File: config.mk
export PLATFORM = sky130hd
export DESIGN_NAME = round_robin_arbiter4to1
export DESIGN_NICKNAME = d
export VERILOG_FILES = /design/src/rtl/round_robin_arbiter4to1.sv
export SDC_FILE = /design/constraint.sdc
export NUM_CORES = 1
export LEC_CHECK = 0
export ABC_CLOCK_PERIOD_IN_PS = 3500
export CAP_MARGIN = 20
export CELL_PAD_IN_SITES_DETAIL_PLACEMENT = 0
export CELL_PAD_IN_SITES_GLOBAL_PLACEMENT = 1
export CORE_MARGIN = 5
export CORE_UTILIZATION = 39
export CTS_BUF_LIST = sky130_fd_sc_hd__clkbuf_2
export DETAILED_ROUTE_END_ITERATION = 8
export PLACE_DENSITY = 0.79
export SLEW_MARGIN = 20
export SYNTH_ARGS = -nofsm -noshare
export SYNTH_HDL_FRONTEND = slang
export SYNTH_SLANG_ARGS = --single-unit
File: constraint.sdc
create_clock -name clk -period 3.5 [get_ports clk]
set_clock_uncertainty 0.1 [all_clocks]
set_input_delay 0.35 -clock clk [delete_from_list [all_inputs] [get_ports clk]]
set_output_delay 0.35 -clock clk [all_outputs]
set_load 0.05 [all_outputs]
File: src/rtl/round_robin_arbiter4to1.sv
// Round-robin arbiter for a shared 4:1 mux datapath: grants one requester at a
// time, holds the grant for at most MAX_HOLD beats, then rotates priority.
module round_robin_arbiter4to1 #(
  parameter int unsigned MAX_HOLD = 4,
  parameter int unsigned CNT_W    = 3
) (
  input  logic       clk,
  input  logic       rst_n,
  input  logic [3:0] req,
  input  logic       ready,
  output logic [3:0] gnt,
  output logic [1:0] sel,
  output logic       valid
);

  typedef enum logic {
    IDLE  = 1'b0,
    GRANT = 1'b1
  } state_t;

  localparam logic [CNT_W-1:0] LAST_BEAT = CNT_W'(MAX_HOLD - 1);

  state_t           state_q, state_d;
  logic [3:0]       gnt_d;
  logic [1:0]       sel_d;
  logic [1:0]       ptr_q, ptr_d;
  logic [CNT_W-1:0] cnt_q, cnt_d;
  logic             beat;
  logic             rel;
  logic [1:0]       nptr;
  logic [2:0]       win;

  // Rotating search from p; result is {found, index}, lowest offset wins.
  function automatic logic [2:0] pick(input logic [3:0] r, input logic [1:0] p);
    logic [1:0] idx;
    logic [2:0] res;
    res = '0;
    for (int i = 3; i >= 0; i--) begin
      idx = p + 2'(i);
      if (r[idx]) res = {1'b1, idx};
    end
    return res;
  endfunction

  assign valid = |(gnt & req);

  always_ff @(posedge clk or negedge rst_n) begin
    if (!rst_n) begin
      state_q <= IDLE;
      gnt     <= '0;
      sel     <= '0;
      ptr_q   <= '0;
      cnt_q   <= '0;
    end else begin
      state_q <= state_d;
      gnt     <= gnt_d;
      sel     <= sel_d;
      ptr_q   <= ptr_d;
      cnt_q   <= cnt_d;
    end
  end

  always_comb begin
    state_d = state_q;
    gnt_d   = gnt;
    sel_d   = sel;
    ptr_d   = ptr_q;
    cnt_d   = cnt_q;
    beat    = 1'b0;
    rel     = 1'b0;
    nptr    = ptr_q;
    win     = '0;
    case (state_q)
      IDLE: begin
        win = pick(req, ptr_q);
        if (win[2]) begin
          state_d = GRANT;
          gnt_d   = 4'(1) << win[1:0];
          sel_d   = win[1:0];
          cnt_d   = '0;
        end
      end
      GRANT: begin
        beat = valid && ready;
        rel  = !req[sel] || (beat && (cnt_q == LAST_BEAT));
        if (rel) begin
          // Re-arbitrate at the release edge so a waiting requester sees no bubble.
          nptr  = sel + 2'd1;
          ptr_d = nptr;
          win   = pick(req, nptr);
          cnt_d = '0;
          if (win[2]) begin
            gnt_d = 4'(1) << win[1:0];
            sel_d = win[1:0];
          end else begin
            state_d = IDLE;
            gnt_d   = '0;
          end
        end else if (beat) begin
          cnt_d = cnt_q + CNT_W'(1);
        end
      end
      default: state_d = IDLE;
    endcase
  end

endmodule
==> results of run 1 <==
## state kept, by name (all words and copies together), names as in the netlist
name	count
state_q	1
gnt	4
ptr_q	2
sel	2
cnt_q	3
## logic make-up after synthesis
logic type / share of synthesized area
AND/OR/NAND/NOR: 0.161
AO/OA/AOI/OAI: 0.217
XOR/XNOR: 0.0100
adder cells (fa/ha/maj): 0.0286
multiplexers: 0.160
buffers and inverters: 0.0800
flip-flops: 0.343
## where the power goes
group	switching, uW	internal [uW]
combinational	293	230
sequential	70.1	189
clock	47.2	24.8
## critical path: cells and delay by family
kind,cells,cell delay (ns)
compound gates,1,0.19
simple gates,1,0.10
buf+inv,2,1.48
## how the worst max path moves through the flow
stage,startpoint,end,slack [ns],cells past startpoint
after floorplan,sel[1],gnt[0],1.32,6
after global placement,req[0],valid,0.97,4
after detailed placement,req[0],valid,0.96,4
after CTS,req[0],valid,0.95,4
after global routing,req[1],valid,0.85,4
final,req[1],valid,0.94,4
## through the flow
stage          setup WS [ns]   util  total power (uW)  std cells  area (um2)
6_report               0.937  0.468               854        130        1020
3_3_place_gp           0.968  0.460               783        126         997
5_1_grt                0.852  0.468               918        130        1020
4_1_cts                0.946  0.468               864        130        1020
3_5_place_dp           0.960  0.460               789        126         997
2_1_floorplan           1.32      -               658         91         876
## synth_stat cells, types with 2 or more instances
cell / count
buf_6: 2
ha_1: 2
a21oi_1: 6
o22ai_1: 2
inv_1: 7
a22oi_1: 2
nand2_1: 6
o32ai_1: 5
buf_2: 2
mux2i_1: 5
mux2_2: 6
dfrtp_1: 12
nand2b_1: 4
nor2_1: 2
o21ai_0: 7
## layout make-up
| type | count | area, um2 | share of cell area |
|---|---|---|---|
| timing repair buffer | 13 | 130 | 0.128 |
| inverter | 7 | 26.3 | 0.0259 |
| multi-input combinational | 66 | 505 | 0.498 |
| sequential | 12 | 300 | 0.296 |
| tap | 28 | 35.0 | 0.0345 |
| clock inverter | 1 | 3.75 | 0.00369 |
| clock buffer | 3 | 15.0 | 0.0148 |
## layout by cell type, fill, tap and decap left out, types with 2 or more instances in the layout
cell,count
inv_1,7
o32ai_1,5
a22oi_1,2
nand2_1,6
a21oi_1,6
dfrtp_1,12
o22ai_1,2
o21ai_0,7
nand2b_1,4
mux2i_1,5
ha_1,2
clkdlybuf4s50_1,13
mux2_2,6
clkbuf_2,3
nor2_1,2
## metal layers
layer | vias up | part of all wire
met4 | 0 | 0.013
met3 | 4 | 0.056
met2 | 14 | 0.47
met5 | - | 0
li1 | 346 | -
met1 | 331 | 0.46
==> impl_results.md, run 1 <==
- Status: finished, final reports clean
- Cts repair resizes: 0
- Total CTS buffers: 3
- Fin crit share: 0.732
- Layout cells sized above 1: 0.186
- Hold Path Class: input pin to asynchronous set/reset pin
- Initial Util: 0.404
- FF-to-FF Start: sel[1]
- Htree depth: 1
- Yosys cell types: 36
- Die extent in x: 57.4 um
- Unrepaired setup endpoints after global routing: false
- Largest net degree at the start of global routing: 13
- Vias/cell: about 5.3
- Final setup fails: 0
- Diodes inserted: 0
- Final net count: ~110
- Routed length per instance: ~14 um
- CP Launch Type: input pin
- Routed Antenna Nets: 0
- Syn Inst Count: 91
- Area contributors post-synth: dfrtp_1, mux2_2, mux2i_1
- I/O pin count: 14
- Clock latency on the worst-skew pair: 0.27 ns
- Met3 Track Usage GR: 0.0430
- Number of port buffers: 13
- CP Cell Sequence: clkdlybuf4s50_1 > a22oi_1 > nand2_1 > clkdlybuf4s50_1
- CP max-delay cell: clkdlybuf4s50_1
- Number of synthesized flops with an enable pin: 0
- Area added between synthesis and finish: 16.0%
- Layout fillers: 213
- Clk buf depth: 2
- Total congestion overflow: 0
- Hold_buf cts: 0
- Crit path DAT: 2.11 ns
- Crit Path Max Fanout: 10
- Critical Path Sink Type: output port
- Leading area contributor after synthesis: dfrtp_1
- Max_slew headroom: 0.624
- Minimum clock period: approximately 2.6 ns
- Hold slack: 0.326 ns
- Top FF cell, synth: dfrtp_1
- Syn avg cell area: 9.62 um2
- Final GP Congestion: 0.801
- DRT Wirelength: 1830 um
- Slew Limit Fails: 0
- Seq/Total Area, Yosys: 0.343
- FF-to-FF path depth: 5
- Full die area: 3290 um2
- Most frequent cell on the critical path: clkdlybuf4s50_1
- Post-synth net total: 100
- Reg2reg end: gnt[3]
- Yosys reg bits: 12
- First-pass GRT wire length: 3240 um
- Chip Height: around 57 um
- PwrDens: between 800 and 900 nW/um2
- Total Routing Usage GR: 0.126
- 1st-pass router iterations: 4
- FMAX: 0.390 GHz
- Crit path kind: input pin to output port
- CP max stage delay: 0.81 ns
- R2R setup slack: around 1.5 ns
- Dpl hpwl: 1450 um
- Final Hold Fails: 0
- Clk slew on worst S/H paths: 0.12 ns
- Initial antenna violation count: 0
- Vias in the first global route: 724
- Core Box Area: 2170 um2
- Met2 GRT Util: 0.200
- Slew @ Worst Pin: ~0.56 ns
- Setup TNS Final: 0 ns
- Req. time, crit path: ~3 ns
- Clock root cell: clkbuf_2
- Row count: 17
- Synth Cell Area: 876 um2
- Initial drt markers: 8
- Synth warn: 0
- Post-CTS setup buffers: 0
- Met1 Usage GRT: 0.161
- Static Leakage: 0.000435 uW
- DRC errors left: 0
- Via count: 695
- Worst vdd ir: around 440 uV
- Share of synthesized registers carrying an async set or reset: 1.00
- Max-cap viol count: 0
- CTS tree: yes
- Busiest grt layer: met2
- Sink Count: 12
- Top-area cell type share of the netlist area: 0.343
Power figures use the tool's default switching activity.
==> inputs of run 2 (changes only) <==
--- a/config.mk
+++ b/config.mk
@@ -5,15 +5,15 @@
 export SDC_FILE = /design/constraint.sdc
 export NUM_CORES = 1
 export LEC_CHECK = 0
-export ABC_CLOCK_PERIOD_IN_PS = 3500
+export ABC_CLOCK_PERIOD_IN_PS = 2300
 export CAP_MARGIN = 20
 export CELL_PAD_IN_SITES_DETAIL_PLACEMENT = 0
 export CELL_PAD_IN_SITES_GLOBAL_PLACEMENT = 1
 export CORE_MARGIN = 5
-export CORE_UTILIZATION = 39
+export CORE_UTILIZATION = 38
 export CTS_BUF_LIST = sky130_fd_sc_hd__clkbuf_2
 export DETAILED_ROUTE_END_ITERATION = 8
-export PLACE_DENSITY = 0.79
+export PLACE_DENSITY = 0.8
 export SLEW_MARGIN = 20
 export SYNTH_ARGS = -nofsm -noshare
 export SYNTH_HDL_FRONTEND = slang
==> constraint.sdc (replaced) <==
create_clock -name clk -period 2.3 [get_ports clk]
set_clock_uncertainty 0.1 [all_clocks]
set_input_delay 0.23 -clock clk [delete_from_list [all_inputs] [get_ports clk]]
set_output_delay 0.23 -clock clk [all_outputs]
set_load 0.05 [all_outputs]
==> impl_results.md, run 2 (synthesis results as in run 1) <==
- Status: finished, final reports clean
- Crit path kind: flip-flop to output port
- R2R setup slack: 0.48 ns
- Core Box Area: between 2000 and 2500 um2
- CP Capture Point: sel[1]
- Largest Register: gnt
- Full die area: approximately 3400 um2
- Die extent in x: 58.0 um
- Clock root cell: clkbuf_2
- Req. time, crit path: 1.97 ns
- Cts repair resizes: 0
- Htree depth: 1
- CP Launch Type: flip-flop
- Vias in the first global route: between 700 and 800
- Clock latency on the worst-skew pair: 0.27 ns
- Clk buf depth: 2
- Routed Antenna Nets: 0
- Design Power: 1350 uW
- CTS tree: yes
- Final GP Congestion: 0.809
- Clk slew on worst S/H paths: 0.13 ns
- PwrDens: 1260 nW/um2
- DRT Wirelength: 1920 um
- Sink Count: 12
- FF-to-FF Start: sel[1]
- Max_slew headroom: 0.628
- Leading registers by flop count: gnt x4, cnt_q x3
- Slew Limit Fails: 0
- DRC errors left: 0
- Initial drt markers: 15
- Total Routing Usage GR: 0.127
- Final Hold Fails: 0
- Diodes inserted: 0
- Minimum clock period: roughly 2 ns
- Final net count: approximately 120
- Fin crit share: 0.867
- First-pass GRT wire length: roughly 3300 um
- FMAX: 0.502 GHz
- Met3 Track Usage GR: 0.0312
- Vias/cell: approximately 5.5
- Via count: 742
- Total CTS buffers: 3
- Hold_buf cts: 0
- Critical Path Sink Type: output port
- Routed length per instance: 14.1 um
- Number of port buffers: 13
- Total congestion overflow: 0
- Dpl hpwl: roughly 1500 um
- Initial Util: 0.396
- Most frequent cells in the layout: dfrtp_1, clkdlybuf4s50_1, inv_1, o21ai_0
- Crit path DAT: 1.66 ns
- I/O pin count: 14
- Largest net degree at the start of global routing: 13
- Initial antenna violation count: 0
- Met2 GRT Util: 0.181
- Row count: 17
- Setup TNS Final: 0 ns
- Critical Path Start: sel[1]
- Met1 Usage GRT: 0.176
- Max-cap viol count: 0
- Slew @ Worst Pin: 0.556 ns
- Hold Path Class: input pin to asynchronous set/reset pin
- Final setup fails: 0
- Layout cells sized above 1: 0.241
- Max FFs per register: 4
- Area added between synthesis and finish: 22.3%
- Busiest grt layer: met2
- Unrepaired setup endpoints after global routing: false
- FF-to-FF path depth: 5
- Reg2reg end: gnt[3]
- Post-CTS setup buffers: 0
- Worst vdd ir: ~720 uV
- Chip Height: 58.0 um
- Crit Path Max Fanout: 9
- 1st-pass router iterations: 4
- Static Leakage: 0.000469 uW
run 2: changes by cell type in the layout (fill, tap and decap cells not counted):
cell / before / now
clkdlybuf4s50_1: 13 / 12
buf_4: 0 / 6
buf_12: 0 / 1
run 2: metrics by stage:
step,utilization,worst slack (ns),instances,area [um2],hold slack (ns)
3_3_place_gp,0.476,0.101,132,1050,0.365
4_1_cts,0.484,0.282,136,1070,0.216
2_1_floorplan,-,0.124,91,876,-0.166
5_1_grt,0.484,0.231,136,1070,0.224
3_5_place_dp,0.476,0.110,132,1050,0.377
6_report,0.484,0.306,136,1070,0.203
run 2: worst min path at each step:
stage / slack [ns] / to / cells past startpoint
6_report: 0.20 / ptr_q[0] / 1
4_1_cts: 0.22 / ptr_q[0] / 1
3_5_place_dp: 0.38 / cnt_q[2] / 2
5_1_grt: 0.22 / ptr_q[0] / 1
3_3_place_gp: 0.37 / cnt_q[2] / 2
2_1_floorplan: -0.17 / cnt_q[0] / 0
run 2: layer usage:
metal	vias to the layer above	share of wire
met1	354	0.46
met5	-	0
met2	21	0.48
met4	0	0.016
met3	4	0.043
li1	363	-
run 2: area by class of cell:
type,instances,area [um2]
Sequential cell,12,300
Tap cell,28,35.0
Timing Repair Buffer,19,185
Clock inverter,1,3.75
Fill cell,213,1140
Clock buffer,3,15.0
Multi-Input combinational cell,66,505
Inverter,7,26.3
run 2: critical path: stages (launching register included):
cell	delay [ns]
dfrtp_1	0.40
buf_4	0.19
clkdlybuf4s50_1	0.81
run 2: report_power, final:
group,internal (uW),total [uW],switching [uW],leakage [uW]
Clock,37.8,111,72.9,0.0000140
Sequential,288,371,82.7,0.000149
Combinational,386,866,480,0.000306
Total,712,1350,636,0.000469
==> RTL edit 1, RTL diff (flow settings as in run 2) <==
`CNT_W`: 3 -> 5.
--- a/src/rtl/round_robin_arbiter4to1.sv
+++ b/src/rtl/round_robin_arbiter4to1.sv
@@ -2,7 +2,7 @@
 // time, holds the grant for at most MAX_HOLD beats, then rotates priority.
 module round_robin_arbiter4to1 #(
   parameter int unsigned MAX_HOLD = 4,
-  parameter int unsigned CNT_W    = 3
+  parameter int unsigned CNT_W    = 5
 ) (
   input  logic       clk,
   input  logic       rst_n,
Function: same outputs for any inputs over 10 cycles, from zero or initial values and one cycle with rst_n low; that may be too few to reach the edited logic, so the function may still have changed.
==> RTL edit 1 against run 2 <==
- sequential cell count increased by 2
- utilization decreased by 0.84 points
- worst setup slack got worse by 0.043 ns
- wire length grew 26%
- power rose by 11%
- sequential share of layout area rose by 1.7 points
- via count grew 19%
- count of clock-buffer cells in the layout stayed put
- critical path depth decreased by 1
- non-clock buffer count is 1 higher
- cell area increased by 10%
- clock power increased by 8%
- synthesized cell count grew 12%
- synthesized area increased by 13%
- critical path type unchanged
- critical endpoint is now sel[0]
==> RTL edit 1: results (changes against run 2) <==
run_status:
  status: "complete, no violations"
clocking:
  ctsHtreeMaxLevel: 1  # unchanged
  clk_pin_slew_ns: 0.15  # +0.02 ns
yosys:
  synth_commonest_cells: "dfrtp_1 (14), a21oi_1 (10), nand2_1 (7), nor2_1 (6)"
  ys_seq_area_share_pct: 35.5  # +1.2 points
  netlist_instances: 102  # +12%
  syn_nets: 110  # +10%
  synthTopCellsByArea: "dfrtp_1 (35%), a21oi_1 (5.1%), xor2_1 (3.5%), buf_6 (3.4%), mux2_2 (3.4%)"
power:
  leakage_nw: 0.522  # +11%
  ir_drop_mv: 0.760  # +5.1%
setup_path:
  critPathMaxFanout: 8  # -1
  max_stage_delay_ns: 0.87  # +0.06 ns
  worstPathArrival_ns: 1.71  # +0.05 ns
  crit_start: "sel[0]"
route:
  routed_wl_mm: 2.42  # +26%
  num_vias: 886  # +19%
  initialDrtViolationCount: 25  # +10
place:
  post_dp_cell_area_um2: 1160  # +10%
  routabilityCongestion: 0.855  # +5.7%
  hpwl_mm: 1.91  # +28%
global_route:
  grt_pass1_vias: 882  # +19%
  grt_max_degree: 15  # +2
  grt_pass1_wl_mm: 4.22  # +27%
  track_usage_pct: 15.5  # +2.7 points
sta:
  slew_headroom_pct: 55.5  # -7.3 points
finish:
  final_nets: 129  # +9.3%
  largest_registers: "cnt_q (5), gnt (4)"
  drive_gt1_share_pct: 19.2  # -4.9 points
  largest_reg_flops: 5  # +1
RTL edit 1: changes by cell type in the layout (fill, tap and decap cells not counted), moves of 3 or more:
cell / before / now
xor2_1: 0 / 4
o32ai_1: 5 / 0
mux2i_1: 5 / 1
nand2b_1: 4 / 1
mux2_2: 6 / 3
a21oi_1: 6 / 10
nor2_1: 2 / 6
RTL edit 1: cells by family after synthesis:
logic type / Yosys count / share of synthesized area, %
AOI/OAI and AO/OA: 34 / 24.2
and+or+nand+nor: 31 / 18.0
DFF: 14 / 35.5
buffers and inverters: 11 / 7.73
muxes: 7 / 9.76
xor gates and xnor gates: 4 / 3.55
adders and majority gates: 1 / 1.27
RTL edit 1: cell type report:
class	count	area (um^2)
inverter	5	18.8
clock inverter	1	3.75
tap	30	37.5
fill	259	1300
timing repair buffer	20	193
sequential	14	350
multi-input combinational	77	561
clock buffer	3	15.0
RTL edit 1: metal layers:
layer	routed length, um	up-vias	track usage [%]
li1	-	417	-
met1	1100	437	22.1
met2	1170	28	23.8
met3	115	4	2.13
met4	39	0	5.57
met5	0	-	0
RTL edit 1: power by group:
part           internal, mW  total [mW]  switching, mW  leakage (nW)
clock network        0.0378       0.120         0.0826        0.0140
logic                 0.418       0.946          0.528         0.332
registers             0.328       0.425         0.0966         0.175
total                 0.783        1.49          0.707         0.522
RTL edit 1: worst paths after layout:
check | endpoint | slack (ns) | cells past startpoint
worst max-delay path | sel[0] | 0.26 | 1
worst min-delay path | cnt_q[1] | 0.23 | 1
worst max register to register | gnt[3] | 0.42 | 6
worst min register to register | cnt_q[1] | 0.45 | 1
max in group asynchronous | cnt_q[4] | 1.43 | 1
min in group clk | cnt_q[1] | 0.45 | 1
==> RTL edit 2, RTL diff (config.mk and constraints of run 2) <==
Without the edit above. Make the reset (`rst_n`) synchronous in one clocked block.
--- a/src/rtl/round_robin_arbiter4to1.sv
+++ b/src/rtl/round_robin_arbiter4to1.sv
@@ -44,7 +44,7 @@
 
   assign valid = |(gnt & req);
 
-  always_ff @(posedge clk or negedge rst_n) begin
+  always_ff @(posedge clk) begin
     if (!rst_n) begin
       state_q <= IDLE;
       gnt     <= '0;
Check against the original RTL: differs if rst_n is asserted again (counterexample within 4 cycles, from zero or initial values and one cycle with rst_n low); with rst_n held inactive, the same outputs for 10 cycles.
==> RTL edit 2 against run 2 <==
- final cell count is 13% higher
- cell area up 0.47%
- sequential share of layout area shrank 5.7 points
- critical path depth down 1
- worst setup slack worse by 0.073 ns
- worst hold slack improved by 0.18 ns
- sequential cell count did not move
- wire length increased by 12%
- synthesized area grew 4.1%
- non-clock buffer count decreased by 2
- highest routed layer unchanged
Power is not compared: it rests on default switching activity, and its combinational part moved more than twofold at a synthesized area within 25%.
==> RTL edit 2: results (changes against run 2) <==
setup_path:
  r2r_end: "gnt[0]"
  critPathMaxFanout: 11  # +2
  worstPathArrival_ns: 1.74  # +0.08 ns
  regToRegSetupSlack_ns: 0.34  # -0.14 ns
  crit_slowest_cell: "clkdlybuf4s50_1"
  r2r-start: "sel[1]"
  max_stage_delay_ns: 0.89  # +0.08 ns
yosys:
  syn_nets: 122  # +22%
  synth-async-reset-ratio_pct: 0  # -100 points
  synth_commonest_cells: "dfxtp_1 (12), nand2_1 (8), a21oi_1 (7), inv_1 (7), nor2_1 (7)"
  synthTopCellsByArea: "dfxtp_1 (26%), a211o_1 (3.8%), a21oi_1 (3.8%), nand2b_1 (3.4%), mux2i_1 (3.3%)"
  ys_seq_area_share_pct: 26.3  # -7.9 points
  yosys_warnings: 0  # unchanged
  synth_flop_cell: "dfxtp_1"
  yosysUniqueCellTypes: 45  # +25%
global_route:
  grt_pass1_wl_mm: 3.64  # +10%
  track_usage_pct: 13.6  # +0.85 points
  grt_pass1_vias: 816  # +10%
  grt_max_degree: 15  # +2
  antenna_found_initial: 0  # unchanged
run_status:
  status: "complete, no violations"
sta:
  worst_slew_pin_slew_ns: 0.495  # -0.0609 ns
worst_hold_path:
  min_path_type: "reg -> reg"
clocking:
  clk_pin_slew_ns: 0.11  # -0.02 ns
  numCtsBuffers: 3  # unchanged
  post_cts_resized: 0  # unchanged
route:
  routed_wl_mm: 2.14  # +12%
  drtPass1Iterations: 4  # unchanged
  num_vias: 895  # +21%
finish:
  final_nets: 136  # +15%
  drive_gt1_share_pct: 13.6  # -10 points
power:
  ir_drop_mv: 0.392
  p_int_mw: 0.402
place:
  routabilityCongestion: 0.796  # -1.6%
  place_ws_ns: -0.0177  # -0.128 ns
  hpwl_mm: 1.62  # +8.5%
==> RTL edit 2: cell count changes after synthesis, moves of 3 or more <==
| cell | delta |
|---|---|
| dfxtp_1 | +12 |
| nand3_1 | +4 |
| mux2_2 | -6 |
| a31oi_1 | +4 |
| o21ai_1 | +3 |
| o32ai_1 | -4 |
| a211o_1 | +4 |
| dfrtp_1 | -12 |
| nor2_1 | +5 |
==> RTL edit 2: how the worst max path moves through the flow <==
stage	slack (ns)	start	endpoint
floorplan	0.17	sel[1]	gnt[2]
global placement	0.005	req[3]	gnt[0]
detailed placement	-0.02	req[3]	gnt[0]
CTS	0.21	sel[1]	sel[1]
global route	0.13	req[3]	gnt[0]
finish	0.23	sel[1]	sel[1]
==> RTL edit 2: power groups by stage <==
stage / Clock, mW / Combinational, mW / Sequential (mW)
floorplan: 0 / 0.189 / 0.299
global placement: 0 / 0.317 / 0.264
detailed placement: 0 / 0.319 / 0.264
CTS: 0.107 / 0.321 / 0.259
global route: 0.118 / 0.346 / 0.264
finish: 0.104 / 0.320 / 0.259
==> RTL edit 2: metal layers <==
metal	up-vias	track usage (%)	share of wire [%]
li1	444	-	-
met2	22	20.0	45
met3	9	1.53	2.8
met4	0	10.0	3.5
met5	-	0	0
met1	420	18.0	49
==> RTL edit 2: metrics by stage <==
stage          TNS [ns]  area, um^2  instances  hold slack, ns
2_1_floorplan         0         912        113           0.281
3_3_place_gp          0        1060        150           0.361
3_5_place_dp    -0.0192        1060        150           0.374
4_1_cts               0        1080        153           0.389
5_1_grt               0        1080        153           0.416
6_report              0        1080        153           0.382
==> RTL edit 2: cell families (layout without fill, tap and decap cells) <==
kind of cell,after synthesis,count (layout),synth area share (%)
compound gates,40,40,31.0
xor+xnor,1,1,0.960
fa+ha+maj,2,2,2.74
buf+inv,16,28,9.46
flops,12,12,26.3
mux,4,4,5.76
simple gates,38,38,23.7
==> RTL edit 2: final cells by class <==
type	instances	area (um^2)
fill	239	1180
multi-input combinational	85	586
sequential	12	240
timing repair buffer	17	170
tap	28	35.0
inverter	8	30.0
clock buffer	3	15.0
